===== src/rtl/muldiv_iter.sv =====
// muldiv_iter: iterative RV32M-style multiply/divide unit, one bit per cycle.
// Ports: Clk, Reset (async, active-high), start/op/a/b in; busy/done/result out.
module muldiv_iter #(
  parameter int WIDTH      = 32,
  parameter bit EARLY_ZERO = 1'b1
) (
  input  logic             Clk,
  input  logic             Reset,
  input  logic             start,
  input  logic [2:0]       op,
  input  logic [WIDTH-1:0] a,
  input  logic [WIDTH-1:0] b,
  output logic             busy,
  output logic             done,
  output logic [WIDTH-1:0] result
);

  localparam int CW = $clog2(WIDTH);
  localparam int W2 = 2 * WIDTH;

  typedef enum logic [1:0] {
    IDLE  = 2'd0,
    CALC  = 2'd1,
    FIXUP = 2'd2,
    DONE  = 2'd3
  } state_t;

  state_t state, next;

  logic [CW-1:0]    cnt;
  logic [2:0]       op_q;
  logic [WIDTH-1:0] a_q;
  logic [WIDTH-1:0] ma_q;
  logic [WIDTH-1:0] mb_q;
  logic             neg_q;
  logic             rneg_q;
  logic             dz_q;
  // mul: {high accumulator, multiplier}; div: low half is the quotient
  logic [W2-1:0]    p;
  logic [WIDTH-1:0] rem;

  logic             accept;
  logic             is_div;
  logic             sa;
  logic             sb;
  logic             neg_a;
  logic             neg_b;
  logic [WIDTH-1:0] ma;
  logic [WIDTH-1:0] mb;
  logic             a_zero;
  logic             b_zero;
  logic             skip;

  always_comb begin
    sa = 1'b0;
    sb = 1'b0;
    unique case (op)
      3'd1, 3'd4, 3'd6: begin
        sa = 1'b1;
        sb = 1'b1;
      end
      3'd2: sa = 1'b1;
      default: ;
    endcase
  end

  assign is_div = op[2];
  assign neg_a  = sa & a[WIDTH-1];
  assign neg_b  = sb & b[WIDTH-1];
  assign ma     = neg_a ? -a : a;
  assign mb     = neg_b ? -b : b;
  assign a_zero = (a == '0);
  assign b_zero = (b == '0);
  // divide-by-zero and zero-operand multiply bypass the iterations
  assign skip   = is_div ? b_zero
                         : (EARLY_ZERO && (a_zero || b_zero));
  assign accept = (state == IDLE) && start;

  always_ff @(posedge Clk or posedge Reset) begin
    if (Reset) state <= IDLE;
    else       state <= next;
  end

  always_comb begin
    next = IDLE;
    unique case (state)
      IDLE:  next = start ? (skip ? FIXUP : CALC) : IDLE;
      CALC:  next = (cnt == '0) ? FIXUP : CALC;
      FIXUP: next = DONE;
      DONE:  next = IDLE;
      default: next = IDLE;
    endcase
  end

  assign busy = (state != IDLE);
  assign done = (state == DONE);

  logic [WIDTH:0]   acc;
  logic [WIDTH:0]   sh;
  logic [WIDTH:0]   diff;
  logic [W2-1:0]    full;
  logic [WIDTH-1:0] quo;
  logic [WIDTH-1:0] rs;
  logic [WIDTH-1:0] fix_val;

  assign acc  = {1'b0, p[W2-1:WIDTH]}
              + (p[0] ? {1'b0, ma_q} : '0);
  assign sh   = {rem, p[WIDTH-1]};
  assign diff = sh - {1'b0, mb_q};

  always_comb begin
    full    = neg_q ? -p : p;
    quo     = neg_q ? -p[WIDTH-1:0] : p[WIDTH-1:0];
    rs      = rneg_q ? -rem : rem;
    fix_val = '0;
    if (op_q[2]) begin
      if (dz_q) fix_val = op_q[1] ? a_q : '1;
      else      fix_val = op_q[1] ? rs : quo;
    end else begin
      fix_val = (op_q[1:0] == 2'd0) ? full[WIDTH-1:0]
                                    : full[W2-1:WIDTH];
    end
  end

  always_ff @(posedge Clk or posedge Reset) begin
    if (Reset) begin
      cnt    <= '0;
      op_q   <= '0;
      a_q    <= '0;
      ma_q   <= '0;
      mb_q   <= '0;
      neg_q  <= 1'b0;
      rneg_q <= 1'b0;
      dz_q   <= 1'b0;
      p      <= '0;
      rem    <= '0;
      result <= '0;
    end else begin
      if (accept) begin
        cnt    <= CW'(WIDTH - 1);
        op_q   <= op;
        a_q    <= a;
        ma_q   <= ma;
        mb_q   <= mb;
        neg_q  <= neg_a ^ neg_b;
        rneg_q <= neg_a;
        dz_q   <= is_div && b_zero;
        rem    <= '0;
        if (is_div)    p <= {{WIDTH{1'b0}}, ma};
        else if (skip) p <= '0;
        else           p <= {{WIDTH{1'b0}}, mb};
      end else if (state == CALC) begin
        cnt <= cnt - 1'b1;
        if (op_q[2]) begin
          // restoring step: keep the trial difference if it did not borrow
          if (!diff[WIDTH]) rem <= diff[WIDTH-1:0];
          else              rem <= sh[WIDTH-1:0];
          p[WIDTH-1:0] <= {p[WIDTH-2:0], ~diff[WIDTH]};
        end else begin
          p <= {acc, p[WIDTH-1:1]};
        end
      end
      if (state == FIXUP) result <= fix_val;
    end
  end

endmodule


===== config.mk =====
export PLATFORM = sky130hd
export DESIGN_NAME = muldiv_iter
export DESIGN_NICKNAME = d
export VERILOG_FILES = /design/src/rtl/muldiv_iter.sv
export SDC_FILE = /design/constraint.sdc
export NUM_CORES = 1
export LEC_CHECK = 0
export ABC_AREA = 1
export BUFFER_PORTS_ARGS = -buffer_cell sky130_fd_sc_hd__clkbuf_2
export CELL_PAD_IN_SITES_DETAIL_PLACEMENT = 1
export CELL_PAD_IN_SITES_GLOBAL_PLACEMENT = 1
export CORE_ASPECT_RATIO = 0.8
export CORE_MARGIN = 2
export CORE_UTILIZATION = 45
export DETAILED_ROUTE_END_ITERATION = 7
export PLACE_DENSITY_LB_ADDON = 0.1
export REMOVE_ABC_BUFFERS = 1
export SETUP_SLACK_MARGIN = 0.5
export SYNTH_ARGS = -nofsm -noshare
export SYNTH_HDL_FRONTEND = slang
export SYNTH_SLANG_ARGS = --single-unit

===== constraint.sdc =====
create_clock -name Clk -period 22.8 [get_ports Clk]
set_input_delay 2.28 -clock Clk [delete_from_list [all_inputs] [get_ports Clk]]
set_output_delay 2.28 -clock Clk [all_outputs]
set_load 0.1 [all_outputs]

==> flow_results.org <==
** Status
- Outcome :: finished clean

** Routing
- After the first detailed-routing iteration, the DRC count stood at 2,680.
- Remaining number of nets flagged by the antenna check after routing :: 0
- The routed design has 102,500 um of wire.
- Final routed wire length divided by cell count :: between 20 and 25 um
- Number of iterations in the first detailed-routing pass :: 6
- Total via count after detailed routing :: 24,870
- Drc violations :: 0
- Number of vias per cell after detailed routing :: between 6 and 7

** Pwr
- Power density of the placed cells :: 187.1 nW/um2
- For this design the static power due to leakage is 11.96 nW.
- The worst-case IR drop observed on VDD is 0.1087 mV.

** Setup path
- Among all stages on the critical path, the largest delay is contributed by sky130_fd_sc_hd__buf_4.
- Required time reported for the critical path endpoint :: 23.34 ns
- At the worst endpoint, the arrival time is 5.42 ns.
- Startpoint kind of the worst setup timing path :: input port
- The critical path is of the in -> reg type.
- Library cell appearing most often on the critical path :: sky130_fd_sc_hd__buf_4
- Longest individual stage delay on the worst path :: roughly 0.61 ns
- The most critical setup path has its startpoint at start.
- The signal on the critical path passes through clkbuf_2 > inv_1 > nor2_4 > buf_4 > buf_4 > inv_2 > buf_4 > nor2_2 > inv_2 > o22ai_1 > inv_1 > nand2_1 > nor2_1 > a21boi_1.
- Largest fanout of any net on the critical path :: 63
- Worst Setup End Kind :: flip-flop
- Launch point of the worst reg-to-reg path :: p[31]$_DFFE_PP0P_

** Global route
- Total congestion overflow after global routing :: 0
- Number of antenna violations at the first check in global routing :: 3
- The number of global-route vias before repair came to between 20,000 and 25,000.
- Maximum number of pins on one net before global-route repair :: 116
- Global-route wire length before repair :: 153,400 um
- Combined global-route utilization of all metal layers :: 42.12%

** Die
- The floorplan step defined a die boundary enclosing 48,350 um2.
- Number of top-level pins :: 104
- Site Rows :: 70
- The core region is 45,810 um2.
- The floorplan step set the die width to ~250 um.
- Once the floorplan was initialized, standard cells occupied approximately 46% of the core.
- In this run the vertical extent of the chip is 197.1 um.

** Timing
- Subtracting the final worst setup slack from the clock period gives between 4 and 5 ns.
- Based on the critical path, the design can be clocked at up to 204.8 MHz.
- Number of pins exceeding their max-slew limit in the final report :: 0
- Setup violations remaining at the end of the flow were counted as 0.
- Hold violation count in the final report :: 0
- Final period utilization :: 21.42%
- Smallest setup slack after layout :: around 18 ns
- Layout Skew :: 0.03334 ns
- Setup repair after global routing left no endpoint under its margin.
- After routing, the total negative slack on setup checks comes to 0 ns.
- Transition at the pin with the smallest max-transition slack :: 1.324 ns
- The worst pin sits at a relative slew slack of 11.67%.

** Logic synthesis
- Synthesized area per cell :: 6.034 um2
- During synthesis, Yosys emitted a total of 0 warnings.
- The synthesized netlist devotes under 10% of its cell area to adder and majority cells.
- Leading cell types by total area after synthesis :: sky130_fd_sc_hd__dfrtp_1 28%, sky130_fd_sc_hd__nand2_1 22%, sky130_fd_sc_hd__nand3_1 8.0%
- Number of distinct library cells after synthesis :: 55
- Of all flip-flops after synthesis, the portion carrying an async set or reset was 100.0%.
- The mapped netlist covers 20,970 um2.
- Sequential element share of the synthesized area :: 28.17%
- Largest family of logic cells by synthesized area :: simple AND/OR/NAND/NOR gates
- After synthesis, the largest area contributor takes up ~28% of total cell area.
- The synthesized netlist devotes 13.40% of its cell area to compound gates.
- In the post-synthesis netlist, the cell with the most instances is sky130_fd_sc_hd__nand2_1.
- The largest total area in the synthesized netlist belongs to sky130_fd_sc_hd__dfrtp_1.
- The most used flip-flop cell after synthesis is sky130_fd_sc_hd__dfrtp_1.
- The synthesized design contains 0 enable-type register cells.
- Synthesized flop and latch total :: 236
- Commonest cells post-synth :: 1,208 x sky130_fd_sc_hd__nand2_1, 410 x sky130_fd_sc_hd__inv_1, 341 x sky130_fd_sc_hd__nor2_1, 334 x sky130_fd_sc_hd__nand3_1, 241 x sky130_fd_sc_hd__o21ai_0
- Proportion of synthesized area in mux cells :: 0%
- Synthesis produced 3,475 cells.
- Summing the areas of all and, or, nand and nor instances in the mapped netlist gives 40.80% of the synthesized area.
- Summing the areas of all xor and xnor instances in the mapped netlist gives 3.008% of the synthesized area.

** Clock network
- Resized Gates After CTS :: 0
- Buffers inserted to repair hold after CTS numbered 0.
- The clock passes through at most 3 buffers.
- Clock tree from TritonCTS :: built
- Post-CTS setup buffer count :: 0
- Clock Pin Slew Worst Setup and Hold Paths :: about 0.070 ns
- The later pin in the worst-skew pair is clocked with a latency of 0.61 ns.
- CTS saw 236 sinks.
- Number of buffers added by the clock tree synthesis step :: 28
- Cell at the root of the clock tree :: sky130_fd_sc_hd__clkbuf_16
- H-tree depth :: 1

** Cells and area
- The multi-input combinational cells in the finished layout cover a total of around 13,000 um2.
- From synthesis to final layout, the design area changed by 8.885%.
- For this run, the post-layout net count is ~3,700.
- Cells fill 49.84% of the core in the end.
- Fill cells in the final layout number approximately 6,400.
- 0 antenna diodes ended up in the layout.
- Storage element area :: 5908 um2
- In the final layout, the share of cells above drive strength 1 is 7.137%.
- After the flow finishes, the layout carries non-filler instances totaling 4,143.
- Area of all placed cells without fillers :: 22,830 um2

** Placed design
- Counting tap cells, the placed design contains a total of between 4,000 and 5,000 instances.
- Final HPWL from detailed placement :: 80,860 um
- During placement, the flow inserted port buffers numbering 103.
- Worst slack after detailed placement :: around 17 ns
- Area of placed instances :: 21,870 um2
- Routability-driven placement finished with a final weighted congestion of 1.014.

** Job
- Max-cap violations in this run came to 0.

** Min path
- Start point of the worst hold path :: result[4]$_DFFE_PP0P_
- The tightest min-delay check is of the reg -> reg type.
logic make-up (layout without fill, tap and decap cells):
logic type / after synthesis / after routing
buf+inv: 541 / 597
xor+xnor: 72 / 72
compound gates: 511 / 511
fa+ha+maj: 71 / 71
flops: 236 / 236
simple gates: 2044 / 2044
through the flow:
step | hold slack, ns | total power [mW]
global route | 0.4957 | 4.552
global placement | 0.4619 | 3.544
finish | 0.4801 | 4.271
CTS | 0.4808 | 4.172
floorplan | 0.4367 | 2.696
detailed placement | 0.4659 | 3.659
cell type report:
class	instances	share of cell area, %
inverter	420	6.938
clock inverter	6	0.4713
tap	612	3.354
timing repair buffer	126	3.014
multi-input combinational	2698	56.60
sequential	236	25.88
clock buffer	45	3.743
routing by layer:
metal	track usage [%]	up-vias	share of wire (%)
li1	-	11200	-
met1	63.97	12260	46
met2	59.06	1251	40
met3	11.25	157	12
met4	8.866	0	2.3
met5	0	-	0
cells in the final DEF (no fill, tap or decap), types with 10 or more instances in the layout:
master | Yosys | routed
sky130_fd_sc_hd__ha_1 | 69 | 69
sky130_fd_sc_hd__clkbuf_2 | 0 | 103
sky130_fd_sc_hd__nand3b_1 | 17 | 17
sky130_fd_sc_hd__nand4_1 | 39 | 39
sky130_fd_sc_hd__clkbuf_16 | 0 | 28
sky130_fd_sc_hd__a22oi_1 | 26 | 26
sky130_fd_sc_hd__o21ai_0 | 241 | 241
sky130_fd_sc_hd__o21ai_1 | 12 | 12
sky130_fd_sc_hd__nand2_1 | 1208 | 1208
sky130_fd_sc_hd__dfrtp_1 | 236 | 234
sky130_fd_sc_hd__xnor2_1 | 21 | 21
sky130_fd_sc_hd__buf_4 | 3 | 23
sky130_fd_sc_hd__o21bai_1 | 10 | 10
sky130_fd_sc_hd__nor3_1 | 28 | 28
sky130_fd_sc_hd__nand3_1 | 334 | 334
sky130_fd_sc_hd__o22ai_1 | 16 | 16
sky130_fd_sc_hd__inv_1 | 410 | 408
sky130_fd_sc_hd__nor2_2 | 17 | 20
sky130_fd_sc_hd__xor2_1 | 51 | 51
sky130_fd_sc_hd__nand2_2 | 22 | 22
sky130_fd_sc_hd__a21oi_1 | 156 | 156
sky130_fd_sc_hd__nor2_1 | 341 | 336
sky130_fd_sc_hd__o211ai_1 | 18 | 18
worst paths after layout:
path,to,slack [ns],cells past startpoint
min in group asynchronous,rem[6]$_DFFE_PP0P_,1.86,2
min reg2reg,result[4]$_DFFE_PP0P_,0.48,2
max in group asynchronous,p[59]$_DFFE_PP0P_,18.68,4
min,result[4]$_DFFE_PP0P_,0.48,2
max,p[0]$_DFFE_PP0P_,17.92,14
max reg2reg,rem[1]$_DFFE_PP0P_,19.07,17
state kept, by name, summed over array words and instances, names as in the netlist:
name	flops
neg_q	1
dz_q	1
rem	32
cnt	5
p	64
a_q	32
rneg_q	1
result	32
ma_q	31
state	2
op_q	3
mb_q	32
where the power goes:
| part | internal (mW) | switching [mW] |
|---|---|---|
| Sequential | 0.619 | 0.284 |
| Clock | 0.279 | 0.209 |
| Combinational | 0.786 | 2.09 |
| Total | 1.68 | 2.59 |
worst max-delay path, delay by kind of cell:
family | cells | cell delay [ns]
and+or+nand+nor | 4 | 0.68
buffers and inverters | 8 | 2.13
AOI/OAI and AO/OA | 2 | 0.30
No activity file was read; power rests on OpenSTA's default activity.
